==> src/rtl/fb_pkg.sv <==
// Shared constants, register map, state encoding and address helpers for the
// CPU-side framebuffer write port.
package fb_pkg;

    localparam int FB_COLS  = 100;
    localparam int FB_ROWS  = 75;
    localparam int FB_DEPTH = FB_COLS * FB_ROWS;
    localparam int FB_AW    = 13;

    localparam logic [2:0] REG_CURSOR_X = 3'd0;
    localparam logic [2:0] REG_CURSOR_Y = 3'd1;
    localparam logic [2:0] REG_DATA     = 3'd2;
    localparam logic [2:0] REG_CONTROL  = 3'd3;
    localparam logic [2:0] REG_STATUS   = 3'd4;

    localparam int STATUS_BUSY_BIT = 7;
    localparam int STATUS_ERR_BIT  = 6;

    localparam logic [6:0]       X_MAX     = 7'd99;
    localparam logic [6:0]       Y_MAX     = 7'd74;
    localparam logic [FB_AW-1:0] ADDR_LAST = 13'd7499;

    typedef enum logic [1:0] {
        ST_IDLE  = 2'd0,
        ST_WRITE = 2'd1,
        ST_CLEAR = 2'd2
    } fb_state_e;

    // y*100 + x built from shifts: 100 = 64 + 32 + 4
    function automatic logic [FB_AW-1:0] fb_lin_addr(input logic [6:0] y, input logic [6:0] x);
        logic [FB_AW-1:0] y_ext;
        y_ext = {6'd0, y};
        return (y_ext << 6) + (y_ext << 5) + (y_ext << 2) + {6'd0, x};
    endfunction

    function automatic logic [6:0] sat_coord(input logic [7:0] v, input logic [6:0] lim);
        if (v > {1'b0, lim}) begin
            return lim;
        end else begin
            return v[6:0];
        end
    endfunction

endpackage

==> src/rtl/fb_bus_writer_if.sv <==
// CPU bus and framebuffer write signals of the tile framebuffer writer.
interface fb_bus_writer_if;

    logic                     bus_cs;
    logic                     bus_we;
    logic [2:0]               bus_addr;
    logic [7:0]               bus_data_in;
    logic [7:0]               bus_data_out;
    logic                     fb_we;
    logic [fb_pkg::FB_AW-1:0] fb_addr;
    logic [1:0]               fb_data;

    modport master (
        output bus_cs, bus_we, bus_addr, bus_data_in,
        input  bus_data_out, fb_we, fb_addr, fb_data
    );

    modport slave (
        input  bus_cs, bus_we, bus_addr, bus_data_in,
        output bus_data_out, fb_we, fb_addr, fb_data
    );

endinterface

==> src/rtl/bus_strobe_sync.sv <==
// Brings the asynchronous CPU chip-select/write-enable into the pixel domain and
// emits a single-cycle strobe per CPU write access.
module bus_strobe_sync (
    input  logic i_clk,
    input  logic i_rst_n,
    input  logic i_cs,
    input  logic i_we,
    output logic o_strobe
);

    logic [1:0] r_cs_sync;
    logic [1:0] r_we_sync;
    logic       r_acc_prev;
    logic       w_acc;

    assign w_acc = r_cs_sync[1] & r_we_sync[1];

    // two-flop synchronisers plus history flop for edge detection
    always_ff @(posedge i_clk or negedge i_rst_n) begin
        if (!i_rst_n) begin
            r_cs_sync  <= 2'b00;
            r_we_sync  <= 2'b00;
            r_acc_prev <= 1'b0;
        end else begin
            r_cs_sync  <= {r_cs_sync[0], i_cs};
            r_we_sync  <= {r_we_sync[0], i_we};
            r_acc_prev <= w_acc;
        end
    end

    // a long CS assertion still produces only one strobe
    assign o_strobe = w_acc & ~r_acc_prev;

endmodule

==> src/rtl/fb_bus_writer.sv <==
// Register window, auto-advancing tile cursor and clear engine that write
// 2-bit tile indices into the 100x75 framebuffer.
module fb_bus_writer
    import fb_pkg::*;
(
    input  logic           i_clk_pixel,
    input  logic           i_reset_n,
    fb_bus_writer_if.slave bus
);

    fb_state_e        r_state;
    fb_state_e        w_next_state;
    logic [6:0]       r_cur_x;
    logic [6:0]       r_cur_y;
    logic             r_err;
    logic             r_fb_we;
    logic [FB_AW-1:0] r_fb_addr;
    logic [1:0]       r_fb_data;

    logic [6:0]       w_cur_x_nxt;
    logic [6:0]       w_cur_y_nxt;
    logic             w_err_nxt;
    logic             w_err_set;
    logic             w_fb_we_nxt;
    logic [FB_AW-1:0] w_fb_addr_nxt;
    logic [1:0]       w_fb_data_nxt;
    logic [7:0]       w_rd_data;

    logic w_strobe;
    logic w_wr_x;
    logic w_wr_y;
    logic w_wr_data;
    logic w_wr_ctrl;

    bus_strobe_sync u_strobe (
        .i_clk    (i_clk_pixel),
        .i_rst_n  (i_reset_n),
        .i_cs     (bus.bus_cs),
        .i_we     (bus.bus_we),
        .o_strobe (w_strobe)
    );

    assign w_wr_x    = w_strobe & (bus.bus_addr == REG_CURSOR_X);
    assign w_wr_y    = w_strobe & (bus.bus_addr == REG_CURSOR_Y);
    assign w_wr_data = w_strobe & (bus.bus_addr == REG_DATA);
    assign w_wr_ctrl = w_strobe & (bus.bus_addr == REG_CONTROL);

    // next state, cursor, error flag and framebuffer write port
    always_comb begin
        w_next_state  = r_state;
        w_fb_we_nxt   = 1'b0;
        w_fb_addr_nxt = r_fb_addr;
        w_fb_data_nxt = r_fb_data;
        w_err_set     = 1'b0;
        w_cur_x_nxt   = r_cur_x;
        w_cur_y_nxt   = r_cur_y;

        if (w_wr_x) begin
            w_cur_x_nxt = sat_coord(bus.bus_data_in, X_MAX);
        end else begin
            w_cur_x_nxt = r_cur_x;
        end
        if (w_wr_y) begin
            w_cur_y_nxt = sat_coord(bus.bus_data_in, Y_MAX);
        end else begin
            w_cur_y_nxt = r_cur_y;
        end

        case (r_state)
            ST_IDLE: begin
                if (w_wr_data) begin
                    w_next_state  = ST_WRITE;
                    w_fb_we_nxt   = 1'b1;
                    w_fb_addr_nxt = fb_lin_addr(r_cur_y, r_cur_x);
                    w_fb_data_nxt = bus.bus_data_in[1:0];
                end else if (w_wr_ctrl && bus.bus_data_in[0]) begin
                    w_next_state  = ST_CLEAR;
                    w_fb_we_nxt   = 1'b1;
                    w_fb_addr_nxt = '0;
                    w_fb_data_nxt = bus.bus_data_in[2:1];
                end else begin
                    w_next_state = ST_IDLE;
                end
            end
            ST_WRITE: begin
                w_next_state = ST_IDLE;
                if (r_cur_x == X_MAX) begin
                    w_cur_x_nxt = 7'd0;
                    if (r_cur_y == Y_MAX) begin
                        w_cur_y_nxt = 7'd0;
                    end else begin
                        w_cur_y_nxt = r_cur_y + 7'd1;
                    end
                end else begin
                    w_cur_x_nxt = r_cur_x + 7'd1;
                end
            end
            ST_CLEAR: begin
                // fill value stays parked on r_fb_data for the whole sweep
                if (r_fb_addr == ADDR_LAST) begin
                    w_next_state = ST_IDLE;
                    w_cur_x_nxt  = 7'd0;
                    w_cur_y_nxt  = 7'd0;
                end else begin
                    w_fb_we_nxt   = 1'b1;
                    w_fb_addr_nxt = r_fb_addr + 13'd1;
                end
                if (w_wr_data) begin
                    w_err_set = 1'b1;
                end else begin
                    w_err_set = 1'b0;
                end
            end
            default: begin
                w_next_state = ST_IDLE;
            end
        endcase

        if (w_err_set) begin
            w_err_nxt = 1'b1;
        end else if (w_wr_ctrl && bus.bus_data_in[3]) begin
            w_err_nxt = 1'b0;
        end else begin
            w_err_nxt = r_err;
        end
    end

    // state register
    always_ff @(posedge i_clk_pixel or negedge i_reset_n) begin
        if (!i_reset_n) begin
            r_state <= ST_IDLE;
        end else begin
            r_state <= w_next_state;
        end
    end

    // cursor, error flag and registered framebuffer outputs
    always_ff @(posedge i_clk_pixel or negedge i_reset_n) begin
        if (!i_reset_n) begin
            r_cur_x   <= 7'd0;
            r_cur_y   <= 7'd0;
            r_err     <= 1'b0;
            r_fb_we   <= 1'b0;
            r_fb_addr <= '0;
            r_fb_data <= 2'd0;
        end else begin
            r_cur_x   <= w_cur_x_nxt;
            r_cur_y   <= w_cur_y_nxt;
            r_err     <= w_err_nxt;
            r_fb_we   <= w_fb_we_nxt;
            r_fb_addr <= w_fb_addr_nxt;
            r_fb_data <= w_fb_data_nxt;
        end
    end

    // CPU read mux
    always_comb begin
        w_rd_data = 8'd0;
        case (bus.bus_addr)
            REG_CURSOR_X: w_rd_data = {1'b0, r_cur_x};
            REG_CURSOR_Y: w_rd_data = {1'b0, r_cur_y};
            REG_STATUS: begin
                w_rd_data[STATUS_BUSY_BIT] = (r_state == ST_CLEAR);
                w_rd_data[STATUS_ERR_BIT]  = r_err;
            end
            default: w_rd_data = 8'd0;
        endcase
    end

    assign bus.bus_data_out = w_rd_data;
    assign bus.fb_we        = r_fb_we;
    assign bus.fb_addr      = r_fb_addr;
    assign bus.fb_data      = r_fb_data;

endmodule

==> src/flat_wrapper.sv <==
// flat-port wrapper written by rule: the top's interface ports become plain ports
module fb_bus_writer_flat import fb_pkg::*;
  (i_clk_pixel, i_reset_n, bus_bus_cs, bus_bus_we, bus_bus_addr, bus_bus_data_in, bus_bus_data_out, bus_fb_we, bus_fb_addr, bus_fb_data);
  fb_bus_writer_if bus_i ();
  input  logic i_clk_pixel;
  input  logic i_reset_n;
  input wire logic [$bits(bus_i.bus_cs)-1:0] bus_bus_cs;
  input wire logic [$bits(bus_i.bus_we)-1:0] bus_bus_we;
  input wire logic [$bits(bus_i.bus_addr)-1:0] bus_bus_addr;
  input wire logic [$bits(bus_i.bus_data_in)-1:0] bus_bus_data_in;
  output wire logic [$bits(bus_i.bus_data_out)-1:0] bus_bus_data_out;
  output wire logic [$bits(bus_i.fb_we)-1:0] bus_fb_we;
  output wire logic [$bits(bus_i.fb_addr)-1:0] bus_fb_addr;
  output wire logic [$bits(bus_i.fb_data)-1:0] bus_fb_data;
  assign bus_i.bus_cs = bus_bus_cs;
  assign bus_i.bus_we = bus_bus_we;
  assign bus_i.bus_addr = bus_bus_addr;
  assign bus_i.bus_data_in = bus_bus_data_in;
  assign bus_bus_data_out = bus_i.bus_data_out;
  assign bus_fb_we = bus_i.fb_we;
  assign bus_fb_addr = bus_i.fb_addr;
  assign bus_fb_data = bus_i.fb_data;
  fb_bus_writer u_core (.i_clk_pixel(i_clk_pixel), .i_reset_n(i_reset_n), .bus(bus_i));
endmodule
==> config.mk <==
export PLATFORM = sky130hd
export DESIGN_NAME = fb_bus_writer_flat
export DESIGN_NICKNAME = d
export VERILOG_FILES = /design/src/rtl/fb_pkg.sv /design/src/rtl/fb_bus_writer_if.sv /design/src/rtl/bus_strobe_sync.sv /design/src/rtl/fb_bus_writer.sv /design/src/flat_wrapper.sv
export SDC_FILE = /design/constraint.sdc
export NUM_CORES = 1
export LEC_CHECK = 0
export BUFFER_PORTS_ARGS = -buffer_cell sky130_fd_sc_hd__buf_2
export CORE_MARGIN = 2
export CORE_UTILIZATION = 38
export DETAILED_ROUTE_END_ITERATION = 8
export PLACE_DENSITY_LB_ADDON = 0.12
export SYNTH_ARGS = -nofsm -noshare
export SYNTH_HDL_FRONTEND = slang
export SYNTH_HIERARCHICAL = 1
export SYNTH_SLANG_ARGS = --single-unit
==> constraint.sdc <==
create_clock -name i_clk_pixel -period 5.1 [get_ports i_clk_pixel]
set_input_delay 1.02 -clock i_clk_pixel [delete_from_list [all_inputs] [get_ports i_clk_pixel]]
set_output_delay 1.02 -clock i_clk_pixel [all_outputs]
set_load 0.03 [all_outputs]
==> report_table.html <==
<table>
<tr><th>Metric</th><th>Value</th></tr>
<tr><th colspan="2">Worst setup path</th></tr>
<tr><td>Required time of the critical path</td><td>between 5 and 6 ns</td></tr>
<tr><td>Worst-path fanout max</td><td>8</td></tr>
<tr><td>Crit. End Element</td><td>register</td></tr>
<tr><td>Nature of the critical path startpoint</td><td>register</td></tr>
<tr><td>Critical register-to-register path startpoint</td><td>u_core/r_cur_y[0]$_DFF_PN0_</td></tr>
<tr><td>Setup crit start</td><td>u_core/r_cur_y[0]$_DFF_PN0_</td></tr>
<tr><td>Data arrival time at the worst-slack endpoint</td><td>about 3.3 ns</td></tr>
<tr><td>Kind of critical path</td><td>register to register</td></tr>
<tr><th colspan="2">Power</th></tr>
<tr><td>Static Leakage</td><td>1.64 nW</td></tr>
<tr><td>Power, Total</td><td>0.969 mW</td></tr>
<tr><td>Power per unit of standard cell area</td><td>around 270 mW/mm^2</td></tr>
<tr><td>VDD IR-drop max</td><td>roughly 0.11 mV</td></tr>
<tr><th colspan="2">Timing</th></tr>
<tr><td>Share of the clock period used by the worst path</td><td>about 61%</td></tr>
<tr><td>Number of endpoints with negative hold slack in the final report</td><td>0</td></tr>
<tr><td>Slew of the pin with the lowest slew margin</td><td>0.930 ns</td></tr>
<tr><td>Max-slew headroom</td><td>about two fifths</td></tr>
<tr><td>Unrepaired setup endpoints after global routing</td><td>no</td></tr>
<tr><td>Worst clock skew</td><td>around 0.0082 ns</td></tr>
<tr><td>Final sum of negative setup slack</td><td>0 ns</td></tr>
<tr><td>Clock period minus final worst setup slack</td><td>3.11 ns</td></tr>
<tr><td>Final setup violation count</td><td>0</td></tr>
<tr><td>F_max</td><td>around 0.32 GHz</td></tr>
<tr><td>Final-layout worst hold slack</td><td>~0.35 ns</td></tr>
<tr><td>Max-slew violation total from the final report</td><td>0</td></tr>
<tr><th colspan="2">Route</th></tr>
<tr><td>Wire length after detailed routing</td><td>between 8 and 9 mm</td></tr>
<tr><td>Total number of vias</td><td>2,823</td></tr>
<tr><td>Post-DR wirelength/cell</td><td>between 15 and 20 um</td></tr>
<tr><td>Number of DRC violations after detailed-routing iteration 0</td><td>~90</td></tr>
<tr><td>Antenna-violating nets left</td><td>0</td></tr>
<tr><td>Post-detailed-route via-to-cell ratio</td><td>between 5 and 6</td></tr>
<tr><td>1st-pass router iterations</td><td>4</td></tr>
<tr><td>DR DRC count</td><td>0</td></tr>
<tr><th colspan="2">Yosys</th></tr>
<tr><td>Post-synth net total</td><td>425</td></tr>
<tr><td>Area share of the largest cell type after synthesis</td><td>29.9%</td></tr>
<tr><td>Netlist Area Pre-Place</td><td>roughly 0.0032 mm^2</td></tr>
<tr><td>Cell taking the most area after synthesis</td><td>dfrtp_1</td></tr>
<tr><td>Post-synthesis cell type count</td><td>56</td></tr>
<tr><td>Share of async-settable or async-resettable flops after synthesis</td><td>between 90% and 100%</td></tr>
<tr><td>Flip-flop cell with the highest count after synthesis</td><td>dfrtp_1</td></tr>
<tr><td>Number of flip-flops and latches in the synthesized netlist</td><td>38</td></tr>
<tr><td>Seq/Total Area, Yosys</td><td>between 20% and 30%</td></tr>
<tr><td>Instance count of the mapped netlist</td><td>around 370</td></tr>
<tr><td>Average cell area after synthesis</td><td>around 8.6 um^2</td></tr>
<tr><td>YS warnings</td><td>6</td></tr>
<tr><td>Largest cells by area after synthesis</td><td>dfrtp_1 30%, ha_1 13%, a21oi_1 5.4%</td></tr>
<tr><td>Number of enable-type register cells in the synthesized netlist</td><td>0</td></tr>
<tr><th colspan="2">CTS</th></tr>
<tr><td>Clock input transition at the sequential cells of the worst setup and hold paths</td><td>0.08 ns</td></tr>
<tr><td>H-tree depth reported by CTS</td><td>2</td></tr>
<tr><td>TritonCTS clock tree</td><td>done</td></tr>
<tr><td>Number of sinks handled by clock tree synthesis</td><td>38</td></tr>
<tr><td>Clock buffer depth</td><td>2</td></tr>
<tr><td>Root Driver</td><td>clkbuf_8</td></tr>
<tr><td>Number of buffers added for setup after CTS</td><td>0</td></tr>
<tr><td>Insertion delay of the later-clocked pin in the worst-skew pair</td><td>0.30 ns</td></tr>
<tr><td>Number of buffers added to fix hold violations after cts</td><td>0</td></tr>
<tr><td>CTS buffer count</td><td>5</td></tr>
<tr><td>Post-CTS Resized</td><td>0</td></tr>
<tr><th colspan="2">Worst hold path</th></tr>
<tr><td>Beginning of the worst hold path</td><td>u_core/u_strobe/r_cs_sync[0]$_DFF_PN0_</td></tr>
<tr><td>Path type of the worst min-delay path</td><td>register to register</td></tr>
<tr><th colspan="2">Global routing</th></tr>
<tr><td>Global route overflow</td><td>0</td></tr>
<tr><td>Antenna violations before repair</td><td>0</td></tr>
<tr><td>Vias in the first global route</td><td>roughly 2,700</td></tr>
<tr><td>Largest net degree at the start of global routing</td><td>39</td></tr>
<tr><td>Global-route wire length before repair</td><td>13.6 mm</td></tr>
<tr><td>GRT Util Overall</td><td>about a fifth</td></tr>
<tr><th colspan="2">Die</th></tr>
<tr><td>Initial core utilization</td><td>roughly two fifths</td></tr>
<tr><td>Number of placement rows</td><td>33</td></tr>
<tr><td>I/O pin cnt</td><td>39</td></tr>
<tr><td>DIE WIDTH</td><td>approximately 95 um</td></tr>
<tr><td>Height of the chip</td><td>between 90 and 100 um</td></tr>
<tr><td>Area of the core</td><td>~0.0082 mm^2</td></tr>
<tr><td>Overall die area</td><td>0.00911 mm^2</td></tr>
<tr><th colspan="2">Layout</th></tr>
<tr><td>Number of antenna repair diodes</td><td>0</td></tr>
<tr><td>Most used cells in the layout excluding fill and tap cells</td><td>38 x buf_2, 38 x dfrtp_1, 34 x nor2_1, 34 x a21oi_1, 33 x ha_1</td></tr>
<tr><td>Area grow syn2layout</td><td>11.9%</td></tr>
<tr><td>Total Nets Final</td><td>roughly 460</td></tr>
<tr><td>Layout cell share with drive strength beyond 1</td><td>14.2%</td></tr>
<tr><th colspan="2">Job</th></tr>
<tr><td>Total of max-cap violations</td><td>0</td></tr>
<tr><th colspan="2">Run status</th></tr>
<tr><td>Run status</td><td>finished, final reports clean</td></tr>
<tr><th colspan="2">Place</th></tr>
<tr><td>Number of I/O port buffers</td><td>38</td></tr>
<tr><td>Sum of net half-perimeters after detailed placement</td><td>between 6 and 7 mm</td></tr>
<tr><td>Routability Congestion</td><td>roughly 0.81</td></tr>
</table>
## synthesized netlist by cell type, types with 3 or more instances
cell	n
xnor2_1	13
inv_1	31
nand2b_1	6
nand2_1	27
and2_1	4
dfrtp_1	38
nor2_1	34
fa_1	6
nand4_1	5
or3_1	3
ha_1	33
o22ai_1	10
xor2_1	3
a21oi_1	34
nor3_1	3
mux2i_1	8
and3_1	5
a31oi_1	7
nor2b_1	3
o21a_1	3
nand3b_1	3
o21ai_0	22
nand3_1	23
clkbuf_1	6
## power breakdown
| group | internal [mW] | total [mW] | switching [mW] |
|---|---|---|---|
| Combinational | 0.135 | 0.335 | 0.200 |
| Clock | 0.109 | 0.227 | 0.118 |
| Sequential | 0.339 | 0.407 | 0.0678 |
| Total | 0.583 | 0.969 | 0.386 |
## worst max-delay path, cell delays in order, from the launching register on
cell and delay [ns]:
dfrtp_1 0.49, inv_1 0.15, fa_1 0.52, inv_1 0.05, fa_1 0.45, ha_1 0.36
nor2b_1 0.16, o2111ai_1 0.23, nand3b_1 0.12, xor2_1 0.15, a221oi_1 0.24, nor2_1 0.06
## routing by layer
layer / part of all wire, % / global-route usage, %
met3: 3.5 / 3.72
met5: 0 / 0
met1: 48 / 25.5
met4: 1.2 / 5.71
met2: 47 / 32.1
## flip-flops by register name, summed over array words and instances, names as in the netlist
name,flops
u_core/r_state,2
u_core/r_cur_x,7
u_core/r_err,1
u_core/u_strobe/r_we_sync,2
u_core/r_cur_y,7
u_core/bus.fb_we,1
u_core/bus.fb_data,2
u_core/u_strobe/r_acc_prev,1
u_core/bus.fb_addr,13
u_core/u_strobe/r_cs_sync,2
## area by class of cell
| class | count | area, um^2 |
|---|---|---|
| fill | 866 | 4620 |
| sequential | 38 | 951 |
| tap | 105 | 131 |
| inverter | 31 | 116 |
| multi-input combinational | 293 | 2060 |
| timing repair buffer | 39 | 198 |
| clock inverter | 2 | 12.5 |
| clock buffer | 6 | 82.6 |
## metrics by stage
step	cells	util (%)	worst slack (ns)	cell area, um^2
after floorplan	371	-	1.50	3180
after global placement	506	42.3	2.10	3460
after detailed placement	506	42.3	2.02	3460
after CTS	514	43.5	2.00	3550
after global routing	514	43.5	1.71	3550
final	514	43.5	1.99	3550
## kinds of logic (layout without fill, tap and decap cells)
group           after synthesis  after routing  synth area share, %
simple gates                132            132                 21.5
mux                           9              9                 2.88
flops                        38             38                 29.9
compound gates               97             97                 19.4
fa+ha+maj                    39             39                 16.8
xor+xnor                     16             16                 4.41
buf+inv                      40             78                 5.12
## path summary, 6_finish.rpt
kind	slack (ns)	depth (start not counted)	end
max	1.99	11	u_core/bus.fb_addr[10]$_DFFE_PN0P_
min	0.35	0	u_core/u_strobe/r_cs_sync[1]$_DFF_PN0_
max reg2reg	1.99	11	u_core/bus.fb_addr[10]$_DFFE_PN0P_
min reg2reg	0.35	0	u_core/u_strobe/r_cs_sync[1]$_DFF_PN0_
max in group asynchronous	3.66	1	u_core/r_cur_x[6]$_DFF_PN0_
min in group asynchronous	0.86	1	u_core/r_cur_y[6]$_DFF_PN0_
Note: power is estimated with default switching activity, not from simulation.
